**src/rtl/ifu_axil_reader_if.sv**
```systemverilog
// AXI-Lite bus bundle used by the instruction fetch reader.
// The master modport drives AR/R handshakes; the write channel exists only to be tied off.
interface axil_if #(
  parameter int AW = 32,
  parameter int DW = 32
);
  logic          awvalid;
  logic          awready;
  logic [AW-1:0] awaddr;
  logic [2:0]    awprot;
  logic          wvalid;
  logic          wready;
  logic [DW-1:0] wdata;
  logic [DW/8-1:0] wstrb;
  logic          bvalid;
  logic          bready;
  logic [1:0]    bresp;
  logic          arvalid;
  logic          arready;
  logic [AW-1:0] araddr;
  logic [2:0]    arprot;
  logic          rvalid;
  logic          rready;
  logic [DW-1:0] rdata;
  logic [1:0]    rresp;

  modport master (
    output awvalid, awaddr, awprot, wvalid, wdata, wstrb, bready,
    output arvalid, araddr, arprot, rready,
    input  awready, wready, bvalid, bresp, arready, rvalid, rdata, rresp
  );

  modport slave (
    input  awvalid, awaddr, awprot, wvalid, wdata, wstrb, bready,
    input  arvalid, araddr, arprot, rready,
    output awready, wready, bvalid, bresp, arready, rvalid, rdata, rresp
  );
endinterface

```
**src/rtl/ifu_axil_reader.sv**
```systemverilog
// Single-outstanding AXI-Lite read master for instruction fetch, with flush/drain.
// Optional: define IFU_ERR_TRAP_EN to substitute EBREAK for words returned with an error response.
module ifu_axil_reader #(
  parameter int DATA_W = 32
`ifdef IFU_ERR_TRAP_EN
  , parameter bit ENDIANESS = 1'b0
`endif
) (
  input  logic              clk,
  input  logic              rst_n,
  input  logic [DATA_W-1:0] addr,
  input  logic              rd,
  input  logic              valid,
  input  logic              flush,
  output logic [DATA_W-1:0] data_out,
  output logic              done,
  output logic              err,
  output logic              busy,
  output logic [31:0]       fetch_count,
  axil_if.master            axil_bus
);

  typedef enum logic [1:0] {IDLE, ADDR, DATA, DRAIN} state_t;

  state_t            state, state_nx;
  logic              kill;
  logic [DATA_W-1:0] araddr_q;
  logic [DATA_W-1:0] rdata_eff;
  logic              req;
  logic              accept;
  logic              deliver;

  assign req     = rd & valid;
  // The done cycle never accepts: fetch moves its pc on that same edge.
  assign accept  = (state == IDLE) & req & ~flush & ~done;
  assign deliver = (state == DATA) & axil_bus.rvalid & ~flush;

`ifdef IFU_ERR_TRAP_EN
  localparam logic [DATA_W-1:0] EBREAK = ENDIANESS ? DATA_W'(32'h7300_1000)
                                                   : DATA_W'(32'h0010_0073);
  assign rdata_eff = (axil_bus.rresp != 2'b00) ? EBREAK : axil_bus.rdata;
`else
  assign rdata_eff = axil_bus.rdata;
`endif

  always_ff @(posedge clk or negedge rst_n) begin
    if (!rst_n) state <= IDLE;
    else        state <= state_nx;
  end

  always_comb begin
    state_nx = state;
    case (state)
      IDLE:  if (accept) state_nx = ADDR;
      // A flush in ADDR cannot retract arvalid; remember it and drain instead.
      ADDR:  if (axil_bus.arready) state_nx = (kill | flush) ? DRAIN : DATA;
      DATA:  begin
        if (axil_bus.rvalid) state_nx = IDLE;
        else if (flush)      state_nx = DRAIN;
      end
      DRAIN: if (axil_bus.rvalid) state_nx = IDLE;
      default: state_nx = IDLE;
    endcase
  end

  always_comb begin
    axil_bus.arvalid = (state == ADDR);
    axil_bus.rready  = (state == DATA) | (state == DRAIN);
    axil_bus.araddr  = araddr_q;
    axil_bus.arprot  = 3'b100;
    axil_bus.awvalid = 1'b0;
    axil_bus.awaddr  = '0;
    axil_bus.awprot  = 3'b000;
    axil_bus.wvalid  = 1'b0;
    axil_bus.wdata   = '0;
    axil_bus.wstrb   = '0;
    axil_bus.bready  = 1'b0;
    busy             = (state != IDLE);
  end

  always_ff @(posedge clk or negedge rst_n) begin
    if (!rst_n) begin
      araddr_q    <= '0;
      kill        <= 1'b0;
      done        <= 1'b0;
      err         <= 1'b0;
      data_out    <= '0;
      fetch_count <= '0;
    end else begin
      if (accept) araddr_q <= addr & ~DATA_W'(3);
      if (state_nx == IDLE)                 kill <= 1'b0;
      else if ((state == ADDR) && flush)    kill <= 1'b1;
      done <= deliver;
      if (deliver) begin
        data_out    <= rdata_eff;
        err         <= (axil_bus.rresp != 2'b00);
        fetch_count <= fetch_count + 32'd1;
      end
    end
  end

endmodule
```
**src/flat_wrapper.sv**
```systemverilog
// flat-port wrapper written by rule: the top's interface ports become plain ports
module ifu_axil_reader_flat 
#(
  parameter int DATA_W = 32

)
  (clk, rst_n, addr, rd, valid, flush, data_out, done, err, busy, fetch_count, axil_bus_awvalid, axil_bus_awaddr, axil_bus_awprot, axil_bus_wvalid, axil_bus_wdata, axil_bus_wstrb, axil_bus_bready, axil_bus_arvalid, axil_bus_araddr, axil_bus_arprot, axil_bus_rready, axil_bus_awready, axil_bus_wready, axil_bus_bvalid, axil_bus_bresp, axil_bus_arready, axil_bus_rvalid, axil_bus_rdata, axil_bus_rresp);
  axil_if axil_bus_i ();
  input  logic clk;
  input  logic rst_n;
  input  logic [DATA_W-1:0] addr;
  input  logic rd;
  input  logic valid;
  input  logic flush;
  output logic [DATA_W-1:0] data_out;
  output logic done;
  output logic err;
  output logic busy;
  output logic [31:0] fetch_count;
  output wire logic [$bits(axil_bus_i.awvalid)-1:0] axil_bus_awvalid;
  output wire logic [$bits(axil_bus_i.awaddr)-1:0] axil_bus_awaddr;
  output wire logic [$bits(axil_bus_i.awprot)-1:0] axil_bus_awprot;
  output wire logic [$bits(axil_bus_i.wvalid)-1:0] axil_bus_wvalid;
  output wire logic [$bits(axil_bus_i.wdata)-1:0] axil_bus_wdata;
  output wire logic [$bits(axil_bus_i.wstrb)-1:0] axil_bus_wstrb;
  output wire logic [$bits(axil_bus_i.bready)-1:0] axil_bus_bready;
  output wire logic [$bits(axil_bus_i.arvalid)-1:0] axil_bus_arvalid;
  output wire logic [$bits(axil_bus_i.araddr)-1:0] axil_bus_araddr;
  output wire logic [$bits(axil_bus_i.arprot)-1:0] axil_bus_arprot;
  output wire logic [$bits(axil_bus_i.rready)-1:0] axil_bus_rready;
  input wire logic [$bits(axil_bus_i.awready)-1:0] axil_bus_awready;
  input wire logic [$bits(axil_bus_i.wready)-1:0] axil_bus_wready;
  input wire logic [$bits(axil_bus_i.bvalid)-1:0] axil_bus_bvalid;
  input wire logic [$bits(axil_bus_i.bresp)-1:0] axil_bus_bresp;
  input wire logic [$bits(axil_bus_i.arready)-1:0] axil_bus_arready;
  input wire logic [$bits(axil_bus_i.rvalid)-1:0] axil_bus_rvalid;
  input wire logic [$bits(axil_bus_i.rdata)-1:0] axil_bus_rdata;
  input wire logic [$bits(axil_bus_i.rresp)-1:0] axil_bus_rresp;
  assign axil_bus_awvalid = axil_bus_i.awvalid;
  assign axil_bus_awaddr = axil_bus_i.awaddr;
  assign axil_bus_awprot = axil_bus_i.awprot;
  assign axil_bus_wvalid = axil_bus_i.wvalid;
  assign axil_bus_wdata = axil_bus_i.wdata;
  assign axil_bus_wstrb = axil_bus_i.wstrb;
  assign axil_bus_bready = axil_bus_i.bready;
  assign axil_bus_arvalid = axil_bus_i.arvalid;
  assign axil_bus_araddr = axil_bus_i.araddr;
  assign axil_bus_arprot = axil_bus_i.arprot;
  assign axil_bus_rready = axil_bus_i.rready;
  assign axil_bus_i.awready = axil_bus_awready;
  assign axil_bus_i.wready = axil_bus_wready;
  assign axil_bus_i.bvalid = axil_bus_bvalid;
  assign axil_bus_i.bresp = axil_bus_bresp;
  assign axil_bus_i.arready = axil_bus_arready;
  assign axil_bus_i.rvalid = axil_bus_rvalid;
  assign axil_bus_i.rdata = axil_bus_rdata;
  assign axil_bus_i.rresp = axil_bus_rresp;
  ifu_axil_reader #(.DATA_W(DATA_W)) u_core (.clk(clk), .rst_n(rst_n), .addr(addr), .rd(rd), .valid(valid), .flush(flush), .data_out(data_out), .done(done), .err(err), .busy(busy), .fetch_count(fetch_count), .axil_bus(axil_bus_i));
endmodule
```
**config.mk**
```make
export PLATFORM = sky130hd
export DESIGN_NAME = ifu_axil_reader_flat
export DESIGN_NICKNAME = d
export VERILOG_FILES = /design/src/rtl/ifu_axil_reader_if.sv /design/src/rtl/ifu_axil_reader.sv /design/src/flat_wrapper.sv
export SDC_FILE = /design/constraint.sdc
export NUM_CORES = 1
export LEC_CHECK = 0
export ABC_CLOCK_PERIOD_IN_PS = 2200
export CORE_UTILIZATION = 39
export CTS_CLUSTER_SIZE = 16
export DETAILED_ROUTE_END_ITERATION = 10
export MAX_ROUTING_LAYER = met4
export PLACE_DENSITY = 0.86
export RECOVER_POWER = 50
export SYNTH_ARGS = -nofsm -noshare
export SYNTH_HDL_FRONTEND = slang
export SYNTH_SLANG_ARGS = --single-unit
```
**constraint.sdc**
```tcl
create_clock -name clk -period 2.2 [get_ports clk]
set_input_delay 0.33 -clock clk [delete_from_list [all_inputs] [get_ports clk]]
set_output_delay 0.33 -clock clk [all_outputs]
set_load 0.05 [all_outputs]
```
Yosys cells after proc, flatten, opt, wreduce, memory -nomap -nowiden

Cells that the tools add are included.

Output and inout bits: 178
Register bits after elaboration: 99
Logic and storage cells: 36
Input port bits: 78

Eq/ne operators: 3
Bitwise gates (word level): 10
Add/subtract/negate cells: 1
Reduce and logical (&&, ||, !) cells: 6
Multiplexer cells: 9

Operators with widths:

| cell                                                                  | number |
|---|---|
| 32-bit by 1-bit adder with 32-bit output, second input constant       | 1 |
| 2-bit 2-to-1 mux                                                      | 5 |
| 2-bit case mux with 4 select lines                                    | 1 |
| 1-bit AND                                                             | 6 |
| 2-bit nonzero test                                                    | 3 |
| 2-bit equality test, second input constant                            | 2 |
| 2-bit logical NOT                                                     | 2 |
| 1-bit 2-to-1 mux                                                      | 3 |
| 2-bit by 1-bit equality test with 1-bit output, second input constant | 1 |
| 1-bit inverter                                                        | 2 |
| 1-bit bitwise OR                                                      | 2 |
| 1-bit logical AND                                                     | 1 |

Longest topological paths before layout

Depth in word-level cells: 8
Gate-level depth with buffers: 6
Depth with buffers taken out: 5

Worst setup path before layout

No wires, ideal clock.

Kind: flip-flop to flip-flop
Start point: reg u_core.fetch_count[17]
End point: reg u_core.fetch_count[31]
Stages on the path, launching flop included: 6
Buffers on the path: 1
Setup slack: 0.260 ns
Data required time: 2.118 ns
Setup time: 0.082 ns
Arrival: 1.858 ns
Clock period less this slack: 1.940 ns
Cells stage by stage: dfrtp_1 nand3_2 or3_1 buf_4 nor4_1 xor2_1

Longest elaborated chain between the ends: 1

Ends and longest elaborated chain:

| item                                     | line                  | RTL |
|---|---|---|
| from (decl)                              | ifu_axil_reader.sv:19 | `output logic [31:0] fetch_count,` |
| from (signal assigned)                   | ifu_axil_reader.sv:97 | `fetch_count <= fetch_count + 32'd1;` |
| 32-bit by 1-bit adder with 32-bit output | ifu_axil_reader.sv:97 |  |

No other way between the ends.
A chain may end at the register's enable or synchronous reset.

Worst setup path after layout

Start point: reg u_core.state[0]
End point: reg u_core.fetch_count[31]

Longest elaborated chain between the ends: 3

Ends and longest elaborated chain:

| item                   | line                  | RTL |
|---|---|---|
| from (decl)            | ifu_axil_reader.sv:25 | `state_t state, state_nx;` |
| from (signal assigned) | ifu_axil_reader.sv:48 | `else state <= state_nx;` |
| 2-bit equality test    | ifu_axil_reader.sv:36 | `assign deliver = (state == DATA) & axil_bus.rvalid & ~flush;` |
| 1-bit AND (2 in a row) | ifu_axil_reader.sv:36 |  |

No other way between the ends.

==> results.txt <==
----------------------------------------------------
[Floorplanning]
  Count of standard-cell rows ... 39
  Floorplan Core Area ... 0.0115 mm2
  Initial core utilization ... 40.4%
  Total I/O pin count ... around 260
  Horiz. Die Dim ... roughly 110 um
  Vertical extent of the die ... 111 um
  Die ar. ... 0.0124 mm2

[Job]
  Count of maximum capacitance violations ... 0

[Outcome]
  Result of the run ... complete, but fails checks
  Violated checks ... design-rule violations

[Worst setup path]
  R2R Path End ... u_core.fetch_count[31]$_DFFE_PN0P_
  Worst-path fanout max ... 12
  Largest delay share family, worst path ... simple AND/OR/NAND/NOR gates
  Buf/Inv on CP ... 1
  Cells along the critical path ... and4bb_1 > nand4_1 > clkbuf_1 > nor4_1 > xor2_1
  Highest-delay cell along the critical path ... and4bb_1
  Worst setup path endpoint ... u_core.fetch_count[31]$_DFFE_PN0P_
  Critical Setup Path Class ... reg2reg
  Arrival time worst endpoint ... 2.28 ns
  Worst reg2reg path startpoint ... u_core.state[0]$_DFF_PN0_
  R2R setup slack ... about 0.19 ns
  Cell count along the critical path ... 5
  Delay of the slowest cell on the worst path ... 0.44 ns
  Required time of the worst setup path ... 2.46 ns
  Kind of start point of the critical path ... register
  CP endpoint kind ... register
  Number of cells traversed by the worst register-to-register path ... 5
  Crit. Startpoint ... u_core.state[0]$_DFF_PN0_

[Yosys]
  Gate Count Post-Synth ... 370
  Mapped cell area ... 0.00465 mm2
  Most instantiated cells after synthesis ... dfrtp_1, buf_4, mux2_2, xor2_1, xnor2_1
  Synth top area cells ... dfrtp_1, mux2_2, buf_4, xor2_1, xnor2_1
  Count of flip-flops with a built-in enable after synthesis ... 0
  Most common cell in the synthesized netlist ... dfrtp_1
  Top-area cell type share of the netlist area ... 53.3%
  Count of distinct cell types in the synthesized netlist ... 32
  Main flop type after synthesis ... dfrtp_1
  Sequential element share of the synthesized area ... 53.3%
  Synth warnings ... 0
  Ys async rst share ... between 90% and 100%
  Syn_area_per_cell ... about 13 um2
  Number of storage elements in the synthesis netlist ... 99
  Dominant cell type by area after synthesis ... dfrtp_1

[STA]
  Max Transition Viols Final ... 0
  Number of endpoints with negative hold slack in the final report ... 0
  Max-slew headroom ... 48.8%
  Number of setup violations in the final report ... 0
  Minimum clock period after layout ... 2.01 ns
  Fmax ... slightly below 500 MHz
  Worst Setup Slack, final ... 0.189 ns
  Setup TNS after final layout ... 0 ns
  Worst hold-check slack ... around 0.48 ns
  Unrepaired setup endpoints after global routing ... false
  Transition time of the tightest slew-check pin ... ~0.77 ns
  Final period utilization ... 91.4%
  Final setup skew ... approximately 0.01 ns

[GRT]
  First-pass GRT wire length ... between 15 and 20 mm
  Via count of the first global-routing pass ... 3381
  GR Overflow Total ... 0
  Largest net degree at the start of global routing ... 43
  Antenna violations before repair ... 0
  Global-route usage over all layers ... 17.3%

[Placement]
  Placed cell areas ... 0.00624 mm2
  Final weighted congestion in routability-driven placement ... 0.751
  Worst Setup Slack post-DPL ... -0.0545 ns
  DP Cell Count ... 674
  Port buffer count ... 169
  Sum of net half-perimeters after detailed placement ... 7.31 mm

[Power]
  Final Total Pwr ... 9.25 mW
  Leakage power summed over all cells ... roughly 2.9 nW
  Max VDD drop ... 0.00108 V
  Total power per unit cell area ... 1420 mW/mm2

[Drt]
  Total wirelength of the detailed-routed design ... approximately 9.8 mm
  Number of vias after detailed routing ... 3150
  Number of antenna-violating nets in the routed design ... 0
  DR iter-0 viols ... 116
  Number of iterations in the first detailed-routing pass ... 7
  Average detailed-routed wire length per instance ... 14.1 um
  Remaining design rule violation count ... 38
  Via-to-Cell Ratio ... 4.56

[Hold path]
  HP Class ... reg2reg

[Finish]
  Non-Filler Cell Area, Final ... between 0.006 and 0.007 mm2
  Post-layout util ... 56.4%
  Post-Layout Cell Count ... 691
  Syn-to-layout area delta ... 39.8%
  Number of filler cells placed in the layout ... about 940
  Area of the multi-input gates ... 0.00176 mm2
  Final net count ... 622
  Antenna cells ... 0
  Total area of sequential cells ... 0.00248 mm2
  Share of cells above drive strength 1 ... between 10% and 20%

[Clocking]
  Insertion delay of the later-clocked pin in the worst-skew pair ... 0.34 ns
  Worst-case clock buffer depth ... 2
  H-tree depth ... 3
  Number of CTS-inserted buffers ... 9
  Sinks on Clock Net ... 99
  Clock tree root driver cell ... clkbuf_16
  Clock transition at the registers of the reported paths ... 0.07 ns
  CTS tree ... built

----------------------------------------------------
flip-flops by register name, summed over array words and instances, names as in the netlist:
signal and flops:
u_core.fetch_count 32, u_core.kill 1, u_core.data_out 32, u_core.err 1, u_core.state 2, u_core.done 1
u_core.axil_bus.araddr 30
power by group:
group / internal, mW / total [mW] / switching, mW
registers: 2.45 / 2.80 / 0.353
logic: 1.65 / 4.84 / 3.20
clock network: 0.913 / 1.60 / 0.687
total: 5.01 / 9.25 / 4.24
layer usage:
layer,up-vias,global-route usage [%],share of wire (%)
met5,-,-,0
met4,0,9.10,2.6
met3,21,4.32,7.2
met2,175,28.9,51
met1,1529,19.2,40
li1,1425,-,-
worst min-delay path by stage:
stage | from | endpoint | slack, ns | depth (start not counted)
floorplan | rst_n | u_core.axil_bus.araddr[10]$_DFFE_PN0P_ | 0.03 | 0
global placement | rst_n | u_core.axil_bus.araddr[24]$_DFFE_PN0P_ | 0.27 | 1
detailed placement | rst_n | u_core.data_out[20]$_DFFE_PN0P_ | 0.29 | 1
CTS | rst_n | u_core.axil_bus.araddr[24]$_DFFE_PN0P_ | 0.46 | 2
global route | u_core.fetch_count[31]$_DFFE_PN0P_ | u_core.fetch_count[31]$_DFFE_PN0P_ | 0.49 | 1
finish | u_core.fetch_count[31]$_DFFE_PN0P_ | u_core.fetch_count[31]$_DFFE_PN0P_ | 0.48 | 1
timing repair:
item | in CTS | in global routing
hold endpoints to repair | 28 | 0
endpoints found under the setup margin | 1 | 0
resized for setup | 1 | 0
hold buffers | 1 | 0
buffers inserted | 0 | 0
layout make-up:
cell class / count / area share [%]
Clock inverter: 6 / 1.00
Sequential cell: 99 / 38.1
Inverter: 8 / 0.462
Multi-Input combinational cell: 248 / 27.2
Tap cell: 143 / 2.75
Clock buffer: 10 / 3.68
Timing Repair Buffer: 177 / 26.8
worst reg2reg max path, cell delays in order, from the launching register on:
cell and delay (ns):
dfrtp_1 0.43, and4bb_1 0.45, nand4_1 0.12, clkbuf_1 0.33, nor4_1 0.43, xor2_1 0.18
kinds of logic after synthesis:
family                   after synthesis  synth area share, %
buffers and inverters                100                 14.9
AO/OA/AOI/OAI                          5                0.673
adder cells (fa/ha/maj)                1                0.269
multiplexers                          64                 15.5
other                                  2                0.162
AND/OR/NAND/NOR                       68                 9.29
XOR/XNOR                              31                 5.84
flip-flops                            99                 53.3
cells in the final DEF (no fill, tap or decap), types with 8 or more instances in the layout:
cell type / n
clkdlybuf4s50_1: 166
nor4_2: 8
clkbuf_16: 9
xor2_1: 18
conb_1: 79
inv_1: 8
nand2_1: 12
dfrtp_1: 99
xnor2_1: 13
mux2_2: 63
nor2_1: 11
Power figures use the tool's default switching activity.
